$ cat src/rtl/sn_ring_stop.sv
// Per-tile stop on the signaling ring: registered forwarding, local workload FIFO,
// broadcast delivery, outstanding-work tracking and SYNC-driven ack/done pulses.
module sn_ring_stop #(
    parameter int unsigned TILE_WIDTH  = 4,
    parameter int unsigned ADDR_WIDTH  = 64,
    parameter int unsigned WL_LEN_BITS = 32,
    parameter int unsigned TILE_ID     = 0,
    parameter int unsigned FIFO_DEPTH  = 4,
    parameter int unsigned MAX_OUT     = 8,
    parameter int unsigned BCAST_EN    = 1
) (
    input  logic                           clk,
    input  logic                           rst_n,
    input  logic                           in_valid,
    input  logic                           in_op,
    input  logic [TILE_WIDTH-1:0]          in_tile,
    input  logic [ADDR_WIDTH-1:0]          in_addr,
    input  logic [WL_LEN_BITS-1:0]         in_len,
    output logic                           in_ready,
    output logic                           out_valid,
    output logic                           out_op,
    output logic [TILE_WIDTH-1:0]          out_tile,
    output logic [ADDR_WIDTH-1:0]          out_addr,
    output logic [WL_LEN_BITS-1:0]         out_len,
    input  logic                           out_ready,
    output logic                           wl_valid,
    output logic [ADDR_WIDTH-1:0]          wl_addr,
    output logic [WL_LEN_BITS-1:0]         wl_len,
    input  logic                           wl_ready,
    input  logic                           wl_done,
    output logic                           ack,
    output logic                           done,
    output logic                           err,
    output logic [$clog2(MAX_OUT+1)-1:0]   outstanding
);

    localparam int unsigned CW = $clog2(MAX_OUT + 1);
    localparam int unsigned PW = $clog2(FIFO_DEPTH);

    typedef enum logic {IDLE, PEND} sync_state_t;

    sync_state_t              sync_state;
    logic                     is_local, is_bcast, is_fwd;
    logic                     fwd_ok, work_ok, loc_ok;
    logic                     accept, fwd_acc, loc_acc, push, pop, sync_acc;
    logic                     fifo_full, fifo_empty;
    logic [PW:0]              wr_ptr, rd_ptr, fifo_cnt;
    logic [CW-1:0]            cnt_next;
    logic                     err_set;
    logic [ADDR_WIDTH-1:0]    addr_mem [FIFO_DEPTH];
    logic [WL_LEN_BITS-1:0]   len_mem  [FIFO_DEPTH];

    always_comb begin
        is_local = (in_tile == TILE_WIDTH'(TILE_ID));
        is_bcast = (BCAST_EN != 0) && (in_tile == '1);
        is_fwd   = !is_local && !is_bcast;

        fifo_cnt   = wr_ptr - rd_ptr;
        fifo_empty = (wr_ptr == rd_ptr);
        fifo_full  = (fifo_cnt == (PW+1)'(FIFO_DEPTH));
        pop        = !fifo_empty && wl_ready;

        // A same-edge pop frees a slot, so a full FIFO can still take a push.
        fwd_ok  = !out_valid || out_ready;
        work_ok = (!fifo_full || pop) && (outstanding < CW'(MAX_OUT));
        loc_ok  = in_op ? 1'b1 : work_ok;

        if (is_bcast)      in_ready = fwd_ok && loc_ok;
        else if (is_local) in_ready = loc_ok;
        else               in_ready = fwd_ok;

        accept   = in_valid && in_ready;
        fwd_acc  = accept && (is_fwd || is_bcast);
        loc_acc  = accept && (is_local || is_bcast);
        push     = loc_acc && !in_op;
        sync_acc = loc_acc && in_op;

        cnt_next = outstanding;
        err_set  = 1'b0;
        if (push && !wl_done) begin
            cnt_next = outstanding + CW'(1);
        end else if (!push && wl_done) begin
            if (outstanding != '0) cnt_next = outstanding - CW'(1);
            else                   err_set  = 1'b1;
        end
    end

    assign wl_valid = !fifo_empty;
    assign wl_addr  = addr_mem[rd_ptr[PW-1:0]];
    assign wl_len   = len_mem[rd_ptr[PW-1:0]];

    always_ff @(posedge clk or negedge rst_n) begin
        if (!rst_n) begin
            out_valid <= 1'b0;
            out_op    <= 1'b0;
            out_tile  <= '0;
            out_addr  <= '0;
            out_len   <= '0;
        end else if (fwd_acc) begin
            out_valid <= 1'b1;
            out_op    <= in_op;
            out_tile  <= in_tile;
            out_addr  <= in_addr;
            out_len   <= in_len;
        end else if (out_ready) begin
            out_valid <= 1'b0;
        end
    end

    always_ff @(posedge clk or negedge rst_n) begin
        if (!rst_n) begin
            wr_ptr <= '0;
            rd_ptr <= '0;
            for (int unsigned i = 0; i < FIFO_DEPTH; i++) begin
                addr_mem[i] <= '0;
                len_mem[i]  <= '0;
            end
        end else begin
            if (push) begin
                addr_mem[wr_ptr[PW-1:0]] <= in_addr;
                len_mem[wr_ptr[PW-1:0]]  <= in_len;
                wr_ptr <= wr_ptr + (PW+1)'(1);
            end
            if (pop) rd_ptr <= rd_ptr + (PW+1)'(1);
        end
    end

    always_ff @(posedge clk or negedge rst_n) begin
        if (!rst_n) begin
            outstanding <= '0;
            ack         <= 1'b0;
            done        <= 1'b0;
            err         <= 1'b0;
            sync_state  <= IDLE;
        end else begin
            outstanding <= cnt_next;
            ack         <= loc_acc;
            if (err_set) err <= 1'b1;
            // Pending SYNCs merge: one done once the count drains to zero.
            if ((sync_acc || sync_state == PEND) && cnt_next == '0) begin
                done       <= 1'b1;
                sync_state <= IDLE;
            end else begin
                done <= 1'b0;
                if (sync_acc) sync_state <= PEND;
            end
        end
    end

endmodule
$ cat config.mk
export PLATFORM = sky130hd
export DESIGN_NAME = sn_ring_stop
export DESIGN_NICKNAME = d
export VERILOG_FILES = /design/src/rtl/sn_ring_stop.sv
export SDC_FILE = /design/constraint.sdc
export NUM_CORES = 1
export LEC_CHECK = 0
export CORE_MARGIN = 3
export CORE_UTILIZATION = 35
export DETAILED_ROUTE_END_ITERATION = 12
export PLACE_DENSITY = 0.58
export RECOVER_POWER = 25
export SLEW_MARGIN = 10
export SYNTH_ARGS = -nofsm -noshare
export SYNTH_HDL_FRONTEND = slang
export SYNTH_SLANG_ARGS = --single-unit
$ cat constraint.sdc
create_clock -name clk -period 3.9 [get_ports clk]
set_clock_uncertainty 0.2 [all_clocks]
set_input_delay 0.78 -clock clk [delete_from_list [all_inputs] [get_ports clk]]
set_output_delay 0.78 -clock clk [all_outputs]
set_load 0.02 [all_outputs]
==> results of run 1 <==
==> routing by layer <==
layer,up-vias,global-route usage (%)
li1,5352,-
met1,6410,21.7
met2,253,25.6
met3,61,4.19
met4,2,3.83
met5,-,0
==> flip-flops by register name, summed over array words and instances (netlist names), 3 cells and up <==
name / cells
len_mem: 128
out_tile: 4
wr_ptr: 3
outstanding: 4
addr_mem: 256
out_len: 32
rd_ptr: 3
out_addr: 64
==> critical path: stages (launching register included) <==
cell	delay, ns
dfrtp_4	0.51
ha_1	0.18
nor2b_1	0.16
a41oi_1	0.33
o41ai_4	0.16
a21oi_1	0.18
clkdlybuf4s50_1	0.63
==> cells in the final DEF (no fill, tap or decap), types with 2 or more instances in the layout <==
cell             count
dfrtp_1            498
mux2_2             403
clkdlybuf4s50_1    312
mux4_2              96
mux2_1              81
clkbuf_16           57
buf_4               33
clkbuf_1            21
buf_12              21
clkbuf_8            15
nand2_1             11
ha_1                 9
nor2_1               8
xnor2_1              6
clkinv_2             6
inv_1                5
nor2b_1              4
a21oi_1              4
nand2_4              4
o211ai_1             3
a22o_1               3
clkbuf_2             3
nand2b_1             2
o21ai_0              2
a31o_2               2
a311oi_1             2
nor3_1               2
nand3_1              2
bufinv_16            2
dfrtp_4              2
==> kinds of logic (layout without fill, tap and decap cells) <==
kind of cell               count (synthesis)  in the layout  synth area share (%)
AOI/OAI and AO/OA                         26             26                  1.04
xor gates and xnor gates                   7              7                 0.290
adders and majority gates                  9              9                 0.533
buffers and inverters                     83            475                  1.73
DFF                                      500            500                  59.2
muxes                                    580            580                  36.0
and+or+nand+nor                           43             43                  1.17
==> power groups by stage <==
stage | registers (W) | logic (W) | clock network, W
2_1_floorplan | 0.00728 | 0.00340 | 0
3_3_place_gp | 0.00716 | 0.00602 | 0
3_5_place_dp | 0.00723 | 0.00608 | 0
4_1_cts | 0.00714 | 0.00610 | 0.00531
5_1_grt | 0.00730 | 0.00639 | 0.00552
6_report | 0.00713 | 0.00594 | 0.00515
==> cells in the mapped netlist (all sizes together) (2+ instances only) <==
master / count / area, sq um
dfrtp: 500 / 12500
mux2: 484 / 5450
mux4: 96 / 2160
clkbuf: 40 / 150
buf: 38 / 198
nand2: 15 / 66.3
ha: 9 / 113
nor2: 9 / 41.3
xnor2: 6 / 52.6
a21oi: 5 / 28.8
inv: 5 / 18.8
nor2b: 4 / 25.0
a22o: 3 / 26.3
nand2b: 3 / 18.8
o211ai: 3 / 22.5
o21ai: 3 / 18.8
a311oi: 2 / 17.5
a31o: 2 / 17.5
nand3: 2 / 10.0
nor3: 2 / 10.0
nor4: 2 / 27.5
==> final timing paths <==
path,start,to,slack (ns),depth (start not counted)
setup / recovery,rd_ptr[0],in_ready,0.17,6
setup reg to reg,rd_ptr[0],out_addr[29],0.81,9
hold / removal,err,err,0.28,1
hold reg to reg,err,err,0.28,1
max in group asynchronous,rst_n,out_addr[13],0.64,2
min in group asynchronous,rst_n,len_mem[21],0.77,1
==> metrics by stage <==
step	hold WS, ns	instance area [sq um]	utilization (%)
2_1_floorplan	0.259	21100	-
3_3_place_gp	0.262	25600	43.2
3_5_place_dp	0.264	25600	43.2
4_1_cts	0.0386	27400	46.2
5_1_grt	0.295	27400	46.2
6_report	0.277	27400	46.2
==> area by class of cell <==
cell class                 instances  area share, %
clock buffer                      92           6.23
clock inverter                     8          0.329
inverter                           5         0.0685
multi-input combinational        665           30.2
sequential                       500           45.7
tap                              773           3.53
timing repair buffer             370           13.9
==> flow_summary.yaml, run 1 <==
logic_synthesis:
  synth-edff-count: 0
  yosysWarnings: 0
  ys_types: 44
  synthCells: 1248
  synth_seq_area_share_pct: 59.2
  syn_area_sq_um: 21100
  async_flop_share_pct: 100
  synth_seq_cells: 500
  avgSynthCellArea_sq_um: 16.9
  synth_nets: 1364
  synth-main-ff-cell: "dfrtp_1"
finish:
  layout-drive-gt1-share_pct: 39.7
  multi_input_area_sq_um: 8280
  nets: 1712
  ff_latch_area_sq_um: 12500
  area_growth_pct: 29.6
  fillers: 5162
  diodes: 0
  finalNonFillerCells: 2413
clock_network:
  ctsHoldBuffers: 0
  post-cts-setup-buffers: 0
  htreeDepth: 2
  clk_latency_ns: 0.59
  cts_tree: "built"
  clockBufferDepth: 3
  cts.clk_slew.worst_paths_ns: 0.06
  cts_root_buf: "clkbuf_16"
  cts_buffers: 54
  cts_resized: 0
  cts_sinks: 500
drt:
  vias: 12078
  route.detailed.drc: 0
  drtPass1Iterations: 5
  met1Wirelength_um: 22700
  post_drt_wl_per_cell_um: 20.8
  dr_wl_met3_um: 3000
  met2_length_um: 23500
  drtIter0Drc: 491
  ant_nets: 0
  dr.max_layer_used: "met5"
  wl_um: 50100
  vias_per_cell: 5.01
floorplanning:
  die_area_sq_um: 63400
  die_w_um: 252
  ioPinCount: 314
  initial_core_util_pct: 35.6
  core_sq_um: 59400
  die_h_um: 252
  num_rows: 89
grt:
  grt_overflow: 0
  grt_first_pass_wirelength_um: 78900
  grt_pass1_vias: 13105
  grt_max_degree: 94
  antenna_found_initial: 1
  grtUsageTotal_pct: 15.9
placed_design:
  place_ws_ns: 0.167
  dp_hpwl_um: 32700
  dp.cells: 2313
  place_congestion: 0.724
  port_buffers: 313
status:
  failed_checks: "max-capacitance violations, max-slew violations"
  status: "complete, but fails checks"
timing:
  slew_viol_final: 89
  setup_viol: 0
  grt_setup_unrepaired: "false"
  relSlewSlack_pct: -78.4
  finalHoldViolations: 0
  tns_ns: 0
  worst_slack_ns: 0.174
  finalCritPeriodShare_pct: 95.5
  worst_pin_slew_ns: 2.68
  fmax_ghz: 0.268
  min_period_ns: 3.73
worst_hold_path:
  hold_path.class: "register to register"
critical_path:
  start_kind: "register"
  endpoint_kind: "primary output"
  cp_data_arrival_time_ns: 2.75
  critPathMaxFanout: 4
  criticalPathCategory: "register to primary output"
  crit_required_ns: 2.92
power_and_ir_drop:
  power.internal_w: 0.0127
  p_seq_share_pct: 39.2
  p_total_w: 0.0182
  p_comb_share_pct: 32.6
  powerDensity_nw_per_um2: 665
  p_leak_nw: 12.7
  p_clk_share_pct: 28.2
  vdd_drop_max_mv: 0.479
  switching_power_w: 0.00549
  p_sw_share_pct: 30.1
job:
  maxCapViolations: 1
No activity file was read; power rests on OpenSTA's default activity.
==> inputs of run 2 (changes only) <==
--- a/config.mk
+++ b/config.mk
@@ -5,7 +5,6 @@
 export SDC_FILE = /design/constraint.sdc
 export NUM_CORES = 1
 export LEC_CHECK = 0
-export CORE_MARGIN = 3
 export CORE_UTILIZATION = 35
 export DETAILED_ROUTE_END_ITERATION = 12
 export PLACE_DENSITY = 0.58
==> run 2 against run 1 <==
Effect of this change:
- the run ends with design-rule violations, max-capacitance violations, max-slew violations left
- total power increased by 0.48%
- worst setup slack improved by 0.044 ns
- critical path depth unchanged
- first-iteration DRC count increased by 0.61%
- highest routed layer unchanged
- register-to-register slack improved by 0.10 ns
- non-clock buffer count decreased by 32
- die area decreased by 3.2%
- global-route usage increased by 0.18 points
- core utilization decreased by 0.37 points
- largest cell class unchanged
- hold slack got worse by 0.0096 ns
- sequential power about the same
- final cell count decreased by 1.3%
==> flow_summary.yaml, run 2 (synthesized netlist as in run 1, its figures left out) <==
status:
  status: "complete, but fails checks"
  failed_checks: "design-rule violations, max-capacitance violations, max-slew violations"
critical_path:
  slowest_stage: "clkdlybuf4s50_1"
  endpoint_kind: "primary output"
  cpPeakStageDelay_ns: 0.63
  crit_path_cell_trace: "ha_1 -> nor2b_1 -> a41oi_1 -> o41ai_4 -> a21oi_1 -> clkdlybuf4s50_1"
  criticalPathCategory: "register to primary output"
  critPathMaxFanout: 4
  crit_buf_inv: 1
  cp_top_family: "buffers and inverters"
  start_kind: "register"
  crit_required_ns: 2.92
  cp_data_arrival_time_ns: 2.70
floorplanning:
  num_rows: 89
  core_sq_um: 59400
  initial_core_util_pct: 35.6
  ioPinCount: 314
  die_w_um: 248
  die_h_um: 248
  die_area_sq_um: 61400
finish:
  diodes: 0
  layout-drive-gt1-share_pct: 39.0
  layout_commonest_cell: "dfrtp_1"
  regMostFlops: "addr_mem"
  post-route-util_pct: 45.8
  nets: 1681
  largest_reg_flops: 256
  layout_common_cells: "dfrtp_1, mux2_2, clkdlybuf4s50_1, mux4_2, mux2_1"
  biggestRegsByFlops: "addr_mem: 256 flops, len_mem: 128 flops, out_addr: 64 flops"
  area_growth_pct: 28.6
drt:
  vias_per_cell: 5.00
  ant_nets: 0
  route.detailed.drc: 19
  drtIter0Drc: 494
  drtPass1Iterations: 10
  post_drt_wl_per_cell_um: 20.4
  wl_um: 48600
  vias: 11905
grt:
  grt_first_pass_wirelength_um: 76100
  grt_overflow: 0
  grtUsageTotal_pct: 16.1
  grt_max_degree: 100
  antenna_found_initial: 1
  grt_pass1_vias: 13008
placed_design:
  place_ws_ns: 0.258
  place_congestion: 0.691
  dp_hpwl_um: 30000
  port_buffers: 313
clock_network:
  htreeDepth: 2
  clk_latency_ns: 0.59
  cts.clk_slew.worst_paths_ns: 0.06
  ctsHoldBuffers: 0
  cts_root_buf: "clkbuf_16"
  cts_buffers: 55
  cts_resized: 0
  post-cts-setup-buffers: 0
  cts_sinks: 500
  cts_tree: "built"
  clockBufferDepth: 3
power_and_ir_drop:
  powerDensity_nw_per_um2: 674
  vdd_drop_max_mv: 0.488
  p_leak_nw: 12.5
job:
  maxCapViolations: 1
timing:
  worst_slack_ns: 0.218
  grt_setup_unrepaired: "false"
  relSlewSlack_pct: -85.7
  finalCritPeriodShare_pct: 94.4
  min_period_ns: 3.68
  tns_ns: 0
  setup_viol: 0
  fin_hold_ws_ns: 0.268
  fmax_ghz: 0.272
  finalHoldViolations: 0
  worst_pin_slew_ns: 2.79
  slew_viol_final: 94
worst_hold_path:
  hold_path.class: "register to register"
[run 2: path summary, 6_finish.rpt]
path	start	slack, ns	endpoint	depth (start not counted)
max in group asynchronous	rst_n	0.94	out_addr[1]	2
worst max register to register	rd_ptr[0]	0.91	addr_mem[81]	8
worst max-delay path	rd_ptr[0]	0.22	in_ready	6
min in group asynchronous	rst_n	0.88	out_len[17]	1
worst min-delay path	err	0.27	err	1
worst min register to register	err	0.27	err	1
[run 2: through the flow]
stage	instance area, sq um	instances	total power (W)
after floorplan	21100	1248	0.0107
after global placement	25300	2281	0.0131
after detailed placement	25300	2281	0.0132
after CTS	27200	2382	0.0186
after global routing	27200	2382	0.0193
final	27200	2382	0.0183
[run 2: report_power, final]
part	total [W]	switching, W	internal [W]
sequential	0.00713	0.000653	0.00647
clock	0.00527	0.00209	0.00318
combinational	0.00592	0.00276	0.00315
[run 2: per-layer routing]
metal / GRT usage, % / share of wire [%] / vias to the layer above
met2: 26.0 / 47 / 243
li1: - / - / 5275
met4: 3.57 / 1.7 / 2
met5: 0 / 0.023 / -
met1: 21.6 / 45 / 6323
met3: 4.42 / 6.5 / 62
[run 2: cell type report]
class	count	area, sq um
well taps	773	967
flip-flops and latches	500	12500
clock buffers	84	1660
multi-input cells	665	8280
fillers	5214	32200
repair buffers	338	3540
inverters	5	18.8
clock inverters	17	191
